--- src/rtl/serial_to_parallel_pkg.sv ---
// Shared definitions for the serial-to-parallel converter: FSM state encodings
// and the bit-counter width rule.
package serial_to_parallel_pkg;

    typedef enum logic [1:0] {
        IDLE  = 2'd0,
        SHIFT = 2'd1,
        DONE  = 2'd2
    } state_t;

    // Counter must be able to hold the value x itself.
    function automatic int cnt_width(input int w);
        return $clog2(w) + 1;
    endfunction

endpackage

--- src/rtl/parallel_register.sv ---
// Word holding register with a pass-through on load, so a word being loaded
// is already visible on data_out during the load cycle.
module parallel_register #(
    parameter int x = 8
) (
    input  logic         clk,
    input  logic         rst,
    input  logic         load,
    input  logic [x-1:0] data_in,
    output logic [x-1:0] data_out
);

    logic [x-1:0] held;

    // NOTE: non-blocking assignments so every register samples pre-edge values.
    always_ff @(posedge clk) begin
        if (rst) begin
            held <= '0;
        end else if (load) begin
            held <= data_in;
        end
    end

    // load is a state decode upstream, so this mux adds no input-to-output path.
    assign data_out = load ? data_in : held;

endmodule

--- src/rtl/serial_to_parallel.sv ---
// Assembles MSB-first serial bits into x-bit words and pulses load for one
// cycle when a word is complete.
module serial_to_parallel
    import serial_to_parallel_pkg::*;
#(
    parameter int x = 8
) (
    input  logic         clk,
    input  logic         rst,
    input  logic         start,
    input  logic         bit_valid,
    input  logic         serial_in,
    output logic [x-1:0] data_out,
    output logic         load,
    output logic         busy
);

    localparam int CW = cnt_width(x);

    state_t        state;
    logic [x-1:0]  shreg;
    logic [CW-1:0] cnt;

    always_ff @(posedge clk) begin
        if (rst) begin
            state <= IDLE;
            shreg <= '0;
            cnt   <= '0;
        end else begin
            case (state)
                IDLE: begin
                    if (start) begin
                        shreg <= '0;
                        cnt   <= '0;
                        state <= SHIFT;
                    end
                end
                SHIFT: begin
                    // start is deliberately ignored here: a partial word is never restarted.
                    if (bit_valid) begin
                        shreg <= {shreg[x-2:0], serial_in};
                        cnt   <= cnt + CW'(1);
                        if (cnt == CW'(x - 1)) begin
                            state <= DONE;
                        end
                    end
                end
                DONE: begin
                    if (start) begin
                        shreg <= '0;
                        cnt   <= '0;
                        state <= SHIFT;
                    end else begin
                        state <= IDLE;
                    end
                end
                default: state <= IDLE;
            endcase
        end
    end

    assign busy = (state == SHIFT);
    assign load = (state == DONE);

    parallel_register #(.x(x)) u_out_reg (
        .clk      (clk),
        .rst      (rst),
        .load     (load),
        .data_in  (shreg),
        .data_out (data_out)
    );

endmodule

--- config.mk ---
export PLATFORM = sky130hd
export DESIGN_NAME = serial_to_parallel
export DESIGN_NICKNAME = d
export VERILOG_FILES = /design/src/rtl/serial_to_parallel_pkg.sv /design/src/rtl/parallel_register.sv /design/src/rtl/serial_to_parallel.sv
export SDC_FILE = /design/constraint.sdc
export NUM_CORES = 1
export LEC_CHECK = 0
export BUFFER_PORTS_ARGS = -buffer_cell sky130_fd_sc_hd__buf_2
export CORE_AREA = 4 4 52 44
export DETAILED_ROUTE_END_ITERATION = 8
export DIE_AREA = 0 0 56 48
export PLACE_DENSITY = 0.72
export SETUP_SLACK_MARGIN = 0.1
export SLEW_MARGIN = 20
export SYNTH_ARGS = -nofsm -noshare
export SYNTH_HDL_FRONTEND = slang
export SYNTH_SLANG_ARGS = --single-unit
--- constraint.sdc ---
create_clock -name clk -period 1.65 [get_ports clk]
set_input_delay 0.2475 -clock clk [delete_from_list [all_inputs] [get_ports clk]]
set_output_delay 0.2475 -clock clk [all_outputs]
set_load 0.02 [all_outputs]
# After elaboration in Yosys (flattened, before gate mapping)
# Cells that the tools add are included.
# word_totals
register_bits	22
out_inout_bits	10
wordCells	29
# classes
add_sub_neg	1
eq_ne	7
n_mux	12
n_reduce_logical	5
# ops
op	count
2-to-1 mux 8 bit	3
case mux 8 bit (2 select lines)	1
2-to-1 mux 4 bit	2
case mux 4 bit (2 select lines)	1
2-to-1 mux 2 bit	3
case mux 2 bit (3 select lines)	1
AND reduction 3 bit	2
adder 4 x 1 -> 4 bit, second input constant	1
== test 4 x 3 -> 1 bit, second input constant	1
inequality test 2 x 1 -> 1 bit, second input constant	2
inequality test 2 bit, second input constant	2
== test 2 x 1 -> 1 bit, second input constant	1
== test 2 bit, second input constant	1
logical NOT 2 bit	1
nonzero test 2 bit	1
OR reduction 2 bit	1
2-to-1 mux 1 bit	1

# Depth between registers and ports, before layout
# logic_depth
word_depth	4
mapped_depth	4
mapped_depth_nobuf	4

# By module
# A second synthesis with hierarchy kept.
# unflattened
hier_cells	91
hier_area_um2	908.4
# by_module_without_submodules
mod	n_inst	cells_each	area_each_um2	seq_area_each_um2
serial_to_parallel	1	66	566.8	280.3
parallel_register	1	25	341.6	160.2

# Least setup slack after synthesis
# OpenSTA, ideal clock, no wires.
# synth_path
kind	register -> register
start	register state[0]
end	register u_out_reg.held[3]
setup_time_ns	0.129
arrival_ns	1.158
t_required_ns	1.521
setup_slack_ns	0.362
stages_incl_launch_ff	5
path_buffers	1
synth_period_minus_slack_ns	1.288
path_cell_list	dfxtp_1 nand2b_1 buf_4 mux2_4 nor2b_1
# synth_between
elab_chain_cells	2
# synth_lines
element	line	rtl
start: declaration	serial_to_parallel.sv:20	state_t state;
start signal: assignment	serial_to_parallel.sv:26	state <= IDLE;
start signal: assignment	serial_to_parallel.sv:35	state <= SHIFT;
start signal: assignment	serial_to_parallel.sv:44	state <= DONE;
== test 2 bit	serial_to_parallel.sv:63	assign load = (state == DONE);
2-to-1 mux 8 bit	--	
via data_out[3]	serial_to_parallel.sv:13	output logic [x-1:0] data_out,
end signal: assignment	parallel_register.sv:20	held <= data_in;
end: declaration	parallel_register.sv:13	logic [x-1:0] held;
# The timed path passes the listed nets, and every way through them passes these cells.
# A chain may end at the register's enable or synchronous reset.

# Worst setup path in the final report
# layout_path
start	register state[0]
end	output data_out[3]
# layout_between
elab_chain_cells	2
# layout_lines
element	line	rtl
== test 2 bit	serial_to_parallel.sv:63	
2-to-1 mux 8 bit	parallel_register.sv:25	assign data_out = load ? data_in : held;
end: declaration	serial_to_parallel.sv:13	
# No other way between the ends.

==> impl_metrics.csv <==
group,metric,value,unit
status,outcome,"finished clean",
synthesis,yosys.cell_types.count,26,
cells_and_area,fill_cells,154,
synthesis,async_flop_share,0,%
clocking,cts_num_sinks,22,
place,place_area,996,um^2
cells_and_area,design_area,0.00111,mm^2
die,die_w,56,um
setup_path,crit_path_max_fanout,5,
sta,min_period,1550,ps
setup_path,worst_path_max_delay_cell,"dfxtp_2",
place,hpwl,1.03,mm
sta,hold_viol,0,
pwr,ir_drop,0.646,mV
synthesis,synth.ff_latch_count,22,
pwr,power,0.839,mW
synthesis,dominantRegCellSynth,"dfxtp_1",
cells_and_area,drive_gt1_share,42.6,%
sta,fin_skew,4.57,ps
clocking,clk_path_buf_depth,2,
setup_path,ff2ff_path_depth,6,
sta,tns,0,ps
route,drc,0,
global_route,gr-max-usage-layer,"met2",
place,post-place-ws,97.6,ps
sta,slew_viol_final,0,
sta,tightest_slew,431,ps
die,fp.dieArea,0.00269,mm^2
synthesis,synth_top_area_cell,"dfxtp_1",
clocking,cts_buffers,3,
global_route,grt_pass1_wl,2.56,mm
global_route,grt_pass1_vias,554,
clocking,cts-root-buf,"clkbuf_4",
clocking,hold_buffers,0,
global_route,use_met3,5.66,%
global_route,grt_use_total,12.6,%
synthesis,synth.net_count,79,
worst_hold_path,holdPathStages,2,
synthesis,synth_edf_count,0,
route,avgViaCountPerCell,5.30,
cells_and_area,antenna_cells,0,
setup_path,startpoint_type,"register",
worst_hold_path,worst_hold_path_type,"input pin to register",
cells_and_area,seq_area,445,um^2
setup_path,reg2reg_to,"shreg[2]$_SDFFE_PP0P_",
worst_hold_path,holdPathEnd,"shreg[0]$_SDFFE_PP0P_",
route,drt_iter0_drc,5,
synthesis,yosysMostFrequentCell,"dfxtp_1",
pwr,p_per_area,756,mW/mm^2
synthesis,netlist_area,885,um^2
setup_path,r2r_slack,150,ps
clocking,cts_tree,"yes",
cells_and_area,areaGrowthSynthToFinish,25.5,%
sta,fmax,0.644,GHz
setup_path,critical_path_class,"register to primary output",
cells_and_area,multi_input_area,447,um^2
setup_path,r2r-start,"state[0]$_SDFFE_PP0P_",
route,wl_per_cell,13.2,um
sta,layout_setup_ws,97.7,ps
route,drtPass1Iterations,4,
flow_run,cap_viol_max_count,0,
sta,setup_viol,0,
global_route,use_met1,16.6,%
cells_and_area,finish.utilization,60.9,%
die,initial_core_util,48.6,%
die,die_h,48,um
route,drt-total-wl,1.56,mm
route,drtAntennaViolNets,0,
place,gp_congestion,0.727,
setup_path,critical_path.endpoint_type,"primary output",
route,vias,625,
setup_path,worst-path-buf-inv,1,
setup_path,cpPeakStageDelay,360,ps
sta,relSlewSlack,71.2,%
die,core,0.00182,mm^2
setup_path,worst_ep_arrival_time,1300,ps
sta,min_period_over_period,94.1,%
setup_path,required,1400,ps
setup_path,cpLargestDelayFamily,"flip-flops",
clocking,cts_max_level,1,
worst_hold_path,hp-start,"serial_in",
synthesis,avgSynthCellArea,12.1,um^2
setup_path,path_cells,"nand2b_4 -> mux2_4 -> buf_6",
cells_and_area,fin_nets,102,
global_route,grtUsageMet2,19.3,%
pwr,leakage,0.481,nW
die,rows,14,
place,port_buffers,14,
clocking,insertion_delay,300,ps
setup_path,worstSetupStartpoint,"state[0]$_SDFFE_PP0P_",
synthesis,synthCells,73,
synthesis,yosys-top-cells-count,"dfxtp_1 (22), a22o_1 (9), nor2b_1 (9), mux2_4 (8)",
synthesis,synth_top_area_share,49.8,%
die,ios,15,
synthesis,ys_seq_area_share,49.8,%
global_route,grt_overflow_total,0,
synthesis,synth.top_cells.by_area,"dfxtp_1 (50%), mux2_4 (14%), a22o_1 (8.9%), nor2b_1 (6.4%), a211oi_4 (2.3%)",
synthesis,synth_warnings,0,
global_route,antenna_found_initial,0,
clocking,clkSlewWorstSetupHoldPaths,110,ps
sta,grt_setup_unrepaired,"yes",
global_route,grt_max_degree,16,
[how the worst max path moves through the flow]
stage,depth (start not counted),to
floorplan,4,u_out_reg.held[3]$_SDFF_PP0_
global placement,3,data_out[6]
detailed placement,3,data_out[0]
CTS,3,data_out[0]
global route,3,data_out[1]
finish,3,data_out[3]
[stage by stage]
step / hold slack [ps] / instances
floorplan: 319 / 73
global placement: 461 / 112
detailed placement: 462 / 112
CTS: 149 / 116
global route: 148 / 118
finish: 151 / 118
[kinds of logic (layout without fill, tap and decap cells)]
family | count (synthesis) | count (layout) | synth area share, %
AND/OR/NAND/NOR | 23 | 24 | 17.7
buffers and inverters | 4 | 24 | 2.12
multiplexers | 8 | 8 | 13.6
AO/OA/AOI/OAI | 14 | 14 | 14.4
adder cells (fa/ha/maj) | 1 | 1 | 1.41
flip-flops | 22 | 22 | 49.8
XOR/XNOR | 1 | 1 | 0.990
[worst reg2reg max path, stage by stage, from the launching register on]
cell and delay, ps:
dfxtp_2 350, buf_4 130, buf_4 140, nand2b_2 110, inv_2 70, a211oi_4 440
a22o_1 220
[power breakdown]
group / internal (mW) / switching, mW
Combinational: 0.0272 / 0.0374
Clock: 0.0852 / 0.150
Sequential: 0.534 / 0.00428
[final cells by class]
class / instances / area share, %
clock buffers: 3 / 2.03
inverters: 2 / 0.676
multi-input cells: 48 / 40.2
flip-flops and latches: 22 / 40.1
well taps: 24 / 2.71
repair buffers: 19 / 14.2
[sequential cells by signal, indices dropped and copies added, names as in the netlist]
| signal | count |
|---|---|
| shreg | 8 |
| cnt | 4 |
| u_out_reg.held | 8 |
| state | 2 |
[placed cells by master (no fill, tap or decap)]
master,n
nand3_1,1
dfxtp_2,1
nand2b_2,1
clkbuf_4,3
nor2_1,1
buf_4,5
a21oi_1,1
a22o_1,9
buf_2,6
dfxtp_1,20
mux2_4,8
nand2b_1,1
inv_2,1
nor2b_1,9
or3b_2,1
a211oi_4,1
o21ai_0,1
or3b_1,1
inv_1,1
ha_1,1
a211oi_2,1
nor3_1,2
xor2_1,1
nand4_1,1
dfxtp_4,1
or3_1,1
nor3b_2,1
nand4b_1,2
a31oi_1,1
nand2b_4,2
buf_6,8
[repair_timing]
item                                   4_1_cts  5_1_grt
endpoints found under the hold margin        0        0
setup endpoints to repair                    9        8
cloned                                       1        0
resized for setup                           15        7
setup buffers                                0        2
[metal layers]
layer	up-vias	wire length, um
met5	-	0
met4	0	8
met3	2	102
met2	18	710
met1	291	740
li1	314	-
No activity file was read; power rests on OpenSTA's default activity.
